<file path="src/rtl/output_sram_arbiter_pkg.sv">
// Shared types for the output SRAM arbiter: bank request packet and arbiter FSM states.
`ifndef Num_Vertex_Unit
`define Num_Vertex_Unit 4
`endif

package output_sram_arbiter_pkg;

    localparam int unsigned ADDR_W = 8;
    localparam int unsigned DATA_W = 16;

    typedef struct packed {
        logic              req;
        logic [ADDR_W-1:0] addr;
        logic [DATA_W-1:0] data;
    } Bank_Req2Req_Output_SRAM;

    typedef enum logic [1:0] {
        IDLE,
        XFER,
        STALL
    } arb_state_t;

endpackage

</file>
<file path="src/rtl/output_sram_arbiter_rr_pick.sv">
// Combinational round-robin picker: first requester at or after ptr_i, wrapping to 0.
module rr_pick #(
    parameter  int unsigned N  = 4,
    localparam int unsigned IW = $clog2(N)
) (
    input  logic [N-1:0]  req_i,
    input  logic [IW-1:0] ptr_i,
    output logic [N-1:0]  grant_o,
    output logic [IW-1:0] idx_o
);

    logic          found;
    logic [IW-1:0] j;

    always_comb begin
        grant_o = '0;
        idx_o   = '0;
        found   = 1'b0;
        j       = '0;
        for (int unsigned k = 0; k < N; k++) begin
            j = IW'((32'(ptr_i) + k) % N);
            if (!found && req_i[j]) begin
                grant_o[j] = 1'b1;
                idx_o      = j;
                found      = 1'b1;
            end
        end
    end

endmodule

</file>
<file path="src/rtl/output_sram_arbiter.sv">
// Round-robin arbiter sharing the output SRAM write port across vertex buffer banks.
// Optional burst hold (last winner keeps priority up to MAX_BURST grants) via ARB_BURST_HOLD_EN.
module output_sram_arbiter
    import output_sram_arbiter_pkg::*;
#(
    parameter int unsigned NUM_REQ   = `Num_Vertex_Unit,
    parameter int unsigned MAX_BURST = 4,
    parameter int unsigned CNT_W     = 16
) (
    input  logic                    clk,
    input  logic                    reset,
    input  Bank_Req2Req_Output_SRAM bank_pkt [NUM_REQ],
    input  logic                    sram_ready,
    output logic [NUM_REQ-1:0]      req_grant,
    output Bank_Req2Req_Output_SRAM sram_pkt,
    output logic                    sram_valid,
    output logic                    idle,
    output logic [CNT_W-1:0]        xfer_cnt
);

    localparam int unsigned IW = $clog2(NUM_REQ);

    if (NUM_REQ < 2 || MAX_BURST < 1) begin : g_bad_params
        $error("output_sram_arbiter: NUM_REQ must be >= 2 and MAX_BURST >= 1");
    end

    arb_state_t              state_q, state_d;
    logic [IW-1:0]           rr_ptr_q, rr_ptr_d;
    Bank_Req2Req_Output_SRAM sram_pkt_q;
    logic [CNT_W-1:0]        xfer_cnt_q;
    logic [NUM_REQ-1:0]      req_vec, pick_grant;
    logic [IW-1:0]           winner, winner_inc;
    logic                    accept, granted;

    always_comb begin
        req_vec = '0;
        for (int unsigned i = 0; i < NUM_REQ; i++) begin
            req_vec[i] = bank_pkt[i].req;
        end
    end

    rr_pick #(.N(NUM_REQ)) u_pick (
        .req_i   (req_vec),
        .ptr_i   (rr_ptr_q),
        .grant_o (pick_grant),
        .idx_o   (winner)
    );

    assign sram_valid = (state_q != IDLE);
    assign accept     = !sram_valid || sram_ready;
    // Grant is masked during reset so nothing appears granted while the stage is being cleared.
    assign granted    = accept && !reset && (|req_vec);
    assign req_grant  = granted ? pick_grant : '0;
    assign winner_inc = (winner == IW'(NUM_REQ - 1)) ? '0 : winner + 1'b1;
    assign idle       = !sram_valid && !(|req_vec);
    assign sram_pkt   = sram_pkt_q;
    assign xfer_cnt   = xfer_cnt_q;

    always_comb begin
        state_d = state_q;
        unique case (state_q)
            IDLE: begin
                if (granted) state_d = XFER;
            end
            XFER, STALL: begin
                if (granted)         state_d = XFER;
                else if (sram_ready) state_d = IDLE;
                else                 state_d = STALL;
            end
            default: state_d = IDLE;
        endcase
    end

`ifdef ARB_BURST_HOLD_EN
    localparam int unsigned BW = $clog2(MAX_BURST + 1);

    logic [BW-1:0] burst_cnt_q, burst_cnt_d, burst_next;

    // A nonzero burst_cnt means rr_ptr_q is parked on the current burst holder.
    always_comb begin
        rr_ptr_d    = rr_ptr_q;
        burst_cnt_d = burst_cnt_q;
        burst_next  = (winner == rr_ptr_q && burst_cnt_q != '0) ? burst_cnt_q + 1'b1 : BW'(1);
        if (granted) begin
            if (burst_next == BW'(MAX_BURST)) begin
                rr_ptr_d    = winner_inc;
                burst_cnt_d = '0;
            end else begin
                rr_ptr_d    = winner;
                burst_cnt_d = burst_next;
            end
        end else if (burst_cnt_q != '0 && !req_vec[rr_ptr_q]) begin
            rr_ptr_d    = (rr_ptr_q == IW'(NUM_REQ - 1)) ? '0 : rr_ptr_q + 1'b1;
            burst_cnt_d = '0;
        end
    end

    always_ff @(posedge clk or posedge reset) begin
        if (reset) burst_cnt_q <= '0;
        else       burst_cnt_q <= burst_cnt_d;
    end
`else
    always_comb begin
        rr_ptr_d = granted ? winner_inc : rr_ptr_q;
    end
`endif

    always_ff @(posedge clk or posedge reset) begin
        if (reset) begin
            state_q    <= IDLE;
            rr_ptr_q   <= '0;
            sram_pkt_q <= '0;
            xfer_cnt_q <= '0;
        end else begin
            state_q  <= state_d;
            rr_ptr_q <= rr_ptr_d;
            if (granted) sram_pkt_q <= bank_pkt[winner];
            if (sram_valid && sram_ready) xfer_cnt_q <= xfer_cnt_q + 1'b1;
        end
    end

endmodule
</file>
<file path="config.mk">
export PLATFORM = sky130hd
export DESIGN_NAME = output_sram_arbiter
export DESIGN_NICKNAME = d
export VERILOG_FILES = /design/src/rtl/output_sram_arbiter_pkg.sv /design/src/rtl/output_sram_arbiter_rr_pick.sv /design/src/rtl/output_sram_arbiter.sv
export SDC_FILE = /design/constraint.sdc
export NUM_CORES = 1
export LEC_CHECK = 0
export ABC_AREA = 1
export CORE_UTILIZATION = 40
export CTS_BUF_LIST = sky130_fd_sc_hd__clkbuf_16
export CTS_CLUSTER_DIAMETER = 30
export CTS_CLUSTER_SIZE = 25
export DETAILED_ROUTE_END_ITERATION = 10
export PLACE_DENSITY = 0.78
export SYNTH_ARGS = -nofsm -noshare
export SYNTH_HDL_FRONTEND = slang
export SYNTH_SLANG_ARGS = --single-unit
</file>
<file path="constraint.sdc">
create_clock -name clk -period 2.5 [get_ports clk]
set_clock_uncertainty 0.15 [all_clocks]
set_input_delay 0.25 -clock clk [delete_from_list [all_inputs] [get_ports clk]]
set_output_delay 0.25 -clock clk [all_outputs]
set_load 0.01 [all_outputs]
</file>
==> reports/metrics.yaml, run 1 <==
synthTopCellsByCount: "194 x nand2_1, 101 x inv_1, 81 x nand3_1, 45 x dfrtp_1, 14 x nand2_4"
viasPerCell: 4.99
hold_ws_ps: 321
cts-buffers-inserted: 5
synth_top_area_frac: 0.310
yosys-top-cells-area: "dfrtp_1 31%, nand2_1 20%, nand3_1 11%"
drive_gt1_frac: 0.152
arrival_ps: 2130
tightest_slew_ps: 558
vdd_drop_max_mv: 0.831
cts_tree: "done"
dp.final_hpwl_um: 8320
rsz0062_at_grt: "true"
cp-start-kind: "flip-flop"
yosysSeqAreaShare: 0.310
dieArea_um2: 9480
fin_crit_ps: 2530
grt-ovfl-total: 0
grt_first_pass_wirelength_um: 18000
final_max_slew_viol_count: 0
p_leak_nw: 3.05
antenna_found_initial: 0
die_h_um: 97.3
path_max_fanout: 12
final_nets: 825
firstDrtPassIters: 5
drcViolationCount: 0
fin_crit_sh: 1.01
hold_class: "flip-flop to flip-flop"
async_reset_ff_frac: 1.00
path_class: "flip-flop to output port"
cts_root_buf: "clkbuf_16"
clock_latency_ps: 280
hold_buffers: 0
synth_edf_count: 0
max_freq_mhz: 395
yosysMostFrequentCell: "nand2_1"
io_buffer_count: 149
setup-tns-final_ps: -34.5
status: "complete, but fails checks"
synth_ff_type: "dfrtp_1"
maxSlewHeadroom: 0.628
antenna_cells: 0
cts_sinks: 45
critPathCaptureType: "output port"
synthToLayoutAreaGrowth_pct: 57.7
crit_required_ps: 2100
path_clk_slew_ps: 60
total_power_mw: 8.38
violations: "setup timing"
drt_iter0_markers: 168
gp_congestion: 0.902
finalSetupViolCount: 1
die_x_um: 97.3
yosys.cell_types.count: 35
wire_per_inst_um: 14.0
p_per_area_nw_per_um2: 1460
clock_path_buffers: 2
drv_cap: 0
synth_area_leader_cell: "dfrtp_1"
core_um2: 8760
grt_pass1_vias: 3977
num_vias: 4094
num_rows: 34
wirelength_um: 11500
ant_nets: 0
grt_use_total: 0.231
avgSynthCellArea_um2: 6.72
yosys_warnings: 0
grt_max_degree: 46
htree_levels: 2
setup_slack_ps: -34.5
start_util: 0.415
io_pins: 150
synth_seq_cells: 45
hold_violations: 0
synth_nets: 655
synth_area_um2: 3640
synthesis.instances: 541
-- logic make-up after synthesis --
logic type,Yosys count,share of synthesized area
AND/OR/NAND/NOR,325,0.434
buffers and inverters,128,0.151
flip-flops,45,0.310
AO/OA/AOI/OAI,17,0.0313
XOR/XNOR,15,0.0361
adder cells (fa/ha/maj),11,0.0379
-- cell type report --
class | instances | area (um2)
fillers | 726 | 3030
multi-input cells | 368 | 2060
repair buffers | 184 | 1850
flip-flops and latches | 45 | 1130
inverters | 107 | 412
well taps | 108 | 135
clock buffers | 5 | 125
clock inverters | 3 | 21.3
-- final timing paths --
kind                               from            to  slack (ps)  cells after the start
min in group asynchronous         reset   sram_pkt[4]         350                      3
hold / removal             xfer_cnt[15]  xfer_cnt[15]         320                      1
hold reg to reg            xfer_cnt[15]  xfer_cnt[15]         320                      1
setup reg to reg            rr_ptr_q[0]   sram_pkt[5]         120                     15
max in group asynchronous         reset    state_q[1]        1460                      3
setup / recovery            rr_ptr_q[0]  req_grant[0]         -30                     11
-- cells in the final DEF, fill, tap and decap left out, drive strengths merged, types with 5 or more instances in the layout --
| master | synthesis | routed |
|---|---|---|
| nor2 | 13 | 13 |
| xor2 | 9 | 9 |
| xnor2 | 6 | 6 |
| dfrtp | 45 | 45 |
| ha | 11 | 11 |
| nand3 | 92 | 92 |
| o21ai | 5 | 5 |
| clkdlybuf4s50 | 0 | 145 |
| buf | 13 | 33 |
| nand2 | 213 | 213 |
| inv | 106 | 107 |
| nand4 | 5 | 5 |
| clkbuf | 8 | 10 |
-- flip-flops by register name, summed over array words and instances (netlist names) --
name / flops
sram_pkt: 25
xfer_cnt: 16
state_q: 2
rr_ptr_q: 2
-- repair_timing --
item,in CTS,in global routing
gates cloned,0,2
endpoints found under the hold margin,0,0
resized for setup,16,26
pin swaps,4,6
endpoints found under the setup margin,5,33
buffers inserted,0,6
-- metal layers --
metal	track usage	part of all wire	up-vias
li1	-	-	1989
met1	0.269	0.40	1906
met2	0.436	0.52	175
met3	0.0360	0.060	24
met4	0.0679	0.023	0
met5	0	0	-
-- power by group --
group          switching, mW  internal, mW
clock                  0.276         0.372
combinational           3.66          2.85
sequential             0.205          1.01
total                   4.14          4.23
-- worst max-delay path, stage by stage, from the launching register on --
cell      delay [ps]
dfrtp_1          420
inv_6             60
buf_8            150
nand2_1          100
nand3_1          180
nand2_2          160
nand4_4          170
buf_4            180
o221ai_2         170
nand2_1           90
inv_1             50
clkbuf_2         120
-- stage by stage --
stage	utilization	worst slack, ps	cells	area, um2
6_report	0.654	-34.5	820	5730
5_1_grt	0.654	-119	820	5730
4_1_cts	0.635	8.97	812	5570
3_5_place_dp	0.612	-112	804	5360
3_3_place_gp	0.612	-28.6	804	5360
2_1_floorplan	-	52.3	541	3640
(Power assumes the default switching activity.)
==> run 2: changes to the inputs <==
- PLACE_DENSITY: 0.78 -> 0.75
- clock period: 2.5 -> 2.4 ns (I/O delays scaled with it)
==> run 2 against run 1 <==
Against the previous run: the flow still finishes with violations (setup timing); register-to-register slack lost 150 ps; first-iteration DRC count shrank 5.4%; sequential share of layout area shrank 1.1 points; sequential power grew 4%; global-route usage grew 1.2 points; worst setup slack is essentially flat; largest power group unchanged; highest routed layer unchanged.
==> reports/metrics.yaml, run 2 (synthesis results as in run 1) <==
drv_cap: 0
antenna_found_initial: 1
cp-start-kind: "flip-flop"
drive_gt1_frac: 0.209
vdd_drop_max_mv: 0.966
dp.final_hpwl_um: 8580
p_leak_nw: 3.23
grt_use_total: 0.244
firstDrtPassIters: 4
synthToLayoutAreaGrowth_pct: 67.5
hold_ws_ps: 329
ant_nets: 0
dp_slack_ps: -166
crit_required_ps: 2420
postLayoutCellArea_um2: 6090
grt_max_degree: 46
violations: "setup timing"
num_rows: 34
wire_per_inst_um: 14.3
io_buffer_count: 149
critPathCaptureType: "flip-flop"
status: "complete, but fails checks"
path_clk_slew_ps: 60
maxSlewHeadroom: 0.614
routed.top_layer: "met4"
hold_class: "flip-flop to flip-flop"
rsz0062_at_grt: "true"
drt_iter0_markers: 159
final_nets: 842
cts-buffers-inserted: 5
met3_length_um: 599
p_per_area_nw_per_um2: 1640
path_class: "flip-flop to flip-flop"
arrival_ps: 2460
max_freq_mhz: 411
gp_congestion: 0.974
dieArea_um2: 9480
start_util: 0.415
fin_crit_ps: 2430
met1Wirelength_um: 4950
core_um2: 8760
utilization: 0.695
drcViolationCount: 0
fillCellCount: 704
hold_violations: 0
cts_root_buf: "clkbuf_16"
die_x_um: 97.3
wl_met2_um: 6150
htree_levels: 2
reg2reg_depth: 18
num_vias: 4149
dpl_cell_area_um2: 5510
largest_reg_flops: 25
setup_slack_ps: -34.8
path_max_fanout: 8
viasPerCell: 4.95
final_cell_mix: "174 x nand2_1, 145 x clkdlybuf4s50_1, 100 x inv_1, 67 x nand3_1, 44 x dfrtp_1"
grt_first_pass_wirelength_um: 18800
clock_path_buffers: 2
clock_latency_ps: 280
cts_sinks: 45
fin_crit_sh: 1.01
grt-ovfl-total: 0
hold_buffers: 0
tightest_slew_ps: 579
io_pins: 150
grt_pass1_vias: 4023
final_max_slew_viol_count: 0
die_h_um: 97.3
layout_commonest_cell: "nand2_1"
min_delay_path_depth: 1
cts_tree: "done"
wirelength_um: 12000
finalSetupViolCount: 13
-- run 2: cell types whose count changed in the layout (fill, tap and decap cells not counted), moves of 3 or more --
cell	delta
nand3_1	-13
buf_4	+10
buf_6	+3
nand3_2	+12
buf_12	+5
nand2_1	-16
nand2_2	+11
buf_2	+4
nand2_4	+5
clkbuf_2	-3
-- run 2: through the flow --
step	power, mW	cells	TNS [ps]
floorplan	5.32	541	0
global placement	7.27	818	-1080
detailed placement	7.42	818	-3040
CTS	8.57	828	0
global route	10.7	837	-2530
finish	9.97	838	-249
-- run 2: final timing paths --
path / start / endpoint / slack, ps
setup / recovery: rr_ptr_q[0] / sram_pkt[7] / -30
hold / removal: xfer_cnt[15] / xfer_cnt[15] / 330
setup reg to reg: rr_ptr_q[0] / sram_pkt[7] / -30
hold reg to reg: xfer_cnt[15] / xfer_cnt[15] / 330
max in group asynchronous: reset / rr_ptr_q[0] / 1320
min in group asynchronous: reset / state_q[1] / 360
-- run 2: power breakdown --
part | internal [mW] | switching (mW)
Sequential | 1.05 | 0.210
Clock | 0.489 | 0.285
Combinational | 3.68 | 4.25
-- run 2: what timing repair did --
item,4_1_cts,5_1_grt
setup buffers,1,7
endpoints found under the setup margin,13,34
endpoints found under the hold margin,0,0
resized for setup,28,54
cloned,1,2
pin swaps,5,10
-- run 2: worst max-delay path: stages, from the launching register on --
cell and delay (ps):
dfrtp_2 410, inv_6 50, ha_4 300, inv_4 50, nand3_4 80, nand2_4 80
buf_6 120, nor2_4 140, nand2_2 80, nand2_2 110, nand2_4 90, nand2_8 120
buf_12 110, buf_12 130, nand2_2 60, nand3_2 60, nand2_2 70, nand2_1 60
nand2_1 50
-- run 2: metal layers --
metal,track usage,up-vias
met5,0,-
met3,0.0374,24
met2,0.442,147
met4,0.0792,0
li1,-,2021
met1,0.295,1957
-- run 2: cell type report --
class / instances / area (um2) / area share
inverters: 107 / 418 / 0.0686
repair buffers: 201 / 2050 / 0.337
flip-flops and latches: 45 / 1130 / 0.185
well taps: 108 / 135 / 0.0222
diodes: 1 / 2.50 / 0.000411
clock inverters: 3 / 42.5 / 0.00699
multi-input cells: 368 / 2190 / 0.359
clock buffers: 5 / 125 / 0.0205
==> run 3: changes to the inputs <==
- GPL_TIMING_DRIVEN: unset -> 0
==> run 3 against run 2 <==
Against the previous run: total power decreased by 4.1%; die area unchanged; first-iteration DRC count increased by 3.8%; largest power group unchanged; clock power increased by 17%; clock-buffer cell count unchanged; via count decreased by 0.19%; the run still ends with setup timing left; sequential power increased by 4%; register-to-register slack got worse by 97 ps; largest cell class unchanged; non-clock buffer count decreased by 13.
==> reports/metrics.yaml, run 3 (synthesis results as in run 1) <==
hold_class: "flip-flop to flip-flop"
max_freq_mhz: 395
grt_use_met2: 0.457
grt_use_total: 0.256
wirelength_um: 12300
clock_latency_ps: 290
antenna_found_initial: 0
utilization: 0.677
wire_per_inst_um: 14.9
start_util: 0.415
cts-buffers-inserted: 5
path_class: "flip-flop to flip-flop"
fin_crit_ps: 2530
hold_violations: 0
cts_tree: "done"
status: "complete, but fails checks"
firstDrtPassIters: 4
num_vias: 4141
busiest_layer: "met2"
antenna_cells: 0
io_pins: 150
die_h_um: 97.3
cts_sinks: 45
slowest_stage: "dfrtp_2"
io_buffer_count: 149
setup_slack_ps: -132
path_max_fanout: 10
arrival_ps: 2550
violations: "setup timing"
grt_max_degree: 24
grt_util_met3: 0.0360
fillCellCount: 721
vdd_drop_max_mv: 0.902
viasPerCell: 5.01
finalSetupViolCount: 28
layout_commonest_cell: "nand2_1"
path_clk_slew_ps: 60
num_rows: 34
drv_cap: 0
path_cells: "inv_12 -> ha_4 -> inv_2 -> nand3_2 -> nand2_4 -> buf_12 -> nor2_4 -> nand2_2 -> nand2_2 -> nand2_4 -> nand2_4 -> buf_4 -> inv_6 -> buf_6 -> nand2_1 -> nand2_2 -> nand2_1 -> nand3_1"
drt_iter0_markers: 165
multi_input_area_um2: 2200
hold_buffers: 0
final_nets: 831
p_leak_nw: 3.12
grt_pass1_vias: 4172
final_max_slew_viol_count: 0
dp_slack_ps: -1250
fin_crit_sh: 1.05
die_x_um: 97.3
dp.final_hpwl_um: 8650
hold_ws_ps: 346
grt-ovfl-total: 0
max_stage_delay_ps: 500
crit_required_ps: 2420
ant_nets: 0
cts_root_buf: "clkbuf_16"
drcViolationCount: 0
htree_levels: 2
drive_gt1_frac: 0.201
maxSlewHeadroom: 0.247
final-seq-area_um2: 1130
critPathCaptureType: "flip-flop"
clock_path_buffers: 2
largest_reg_flops: 25
cp-start-kind: "flip-flop"
grt_first_pass_wirelength_um: 19600
p_per_area_nw_per_um2: 1610
final_cell_mix: "170 x nand2_1, 145 x clkdlybuf4s50_1, 98 x inv_1, 69 x nand3_1, 43 x dfrtp_1"
met1_usage: 0.311
tightest_slew_ps: 1120
rsz0062_at_grt: "true"
dieArea_um2: 9480
gp_congestion: 0.896
core_um2: 8760
synthToLayoutAreaGrowth_pct: 63.3
==> run 3: final cells by class <==
class                           count  share of cell area
Clock buffer                        5              0.0211
Sequential cell                    45               0.190
Timing Repair Buffer              168               0.282
Multi-Input combinational cell    368               0.371
Buffer                             20              0.0270
Inverter                          107              0.0729
Clock inverter                      3              0.0116
Tap cell                          108              0.0228
Timing Repair inverter              2             0.00169
==> run 3: worst max-delay path: cells and delay by family (launching register included) <==
kind | cells | cell delay, ps
adders and majority gates | 1 | 300
buffers and inverters | 6 | 540
DFF | 1 | 500
and+or+nand+nor | 11 | 930
==> run 3: worst paths after layout <==
kind,startpoint,to,slack [ps],cells past startpoint
max in group asynchronous,reset,rr_ptr_q[0],940,2
hold / removal,sram_pkt[12],sram_pkt[12],350,2
setup / recovery,rr_ptr_q[0],sram_pkt[14],-130,18
min in group asynchronous,reset,xfer_cnt[12],390,2
hold reg to reg,sram_pkt[12],sram_pkt[12],350,2
setup reg to reg,rr_ptr_q[0],sram_pkt[14],-130,18
==> run 3: stage by stage <==
stage               total power [mW]  area (um2)  std cells  setup TNS [ps]
CTS                             9.14        5820        825           -1730
global placement                6.90        5280        798          -27970
global route                    10.2        5940        826           -6060
detailed placement              7.09        5280        798          -30250
floorplan                       5.32        3650        541               0
finish                          9.56        5940        826           -2790
==> run 3: layer usage <==
layer	share of wire	wire length, um
met3	0.045	556
met2	0.52	6360
met1	0.41	5060
met4	0.029	358
met5	0	0
==> run 3: what timing repair did <==
| item | in CTS | in global routing |
|---|---|---|
| pin swaps | 22 | 19 |
| resized for setup | 73 | 37 |
| gates cloned | 4 | 0 |
| hold endpoints to repair | 0 | 0 |
| setup endpoints to repair | 36 | 35 |
| setup buffers | 15 | 2 |
==> run 3: report_power, final <==
part | internal [mW] | switching, mW | total, mW | leakage (nW)
clock network | 0.601 | 0.308 | 0.909 | 0.0944
logic | 3.20 | 4.14 | 7.34 | 2.46
registers | 1.05 | 0.258 | 1.31 | 0.562
total | 4.85 | 4.71 | 9.56 | 3.12
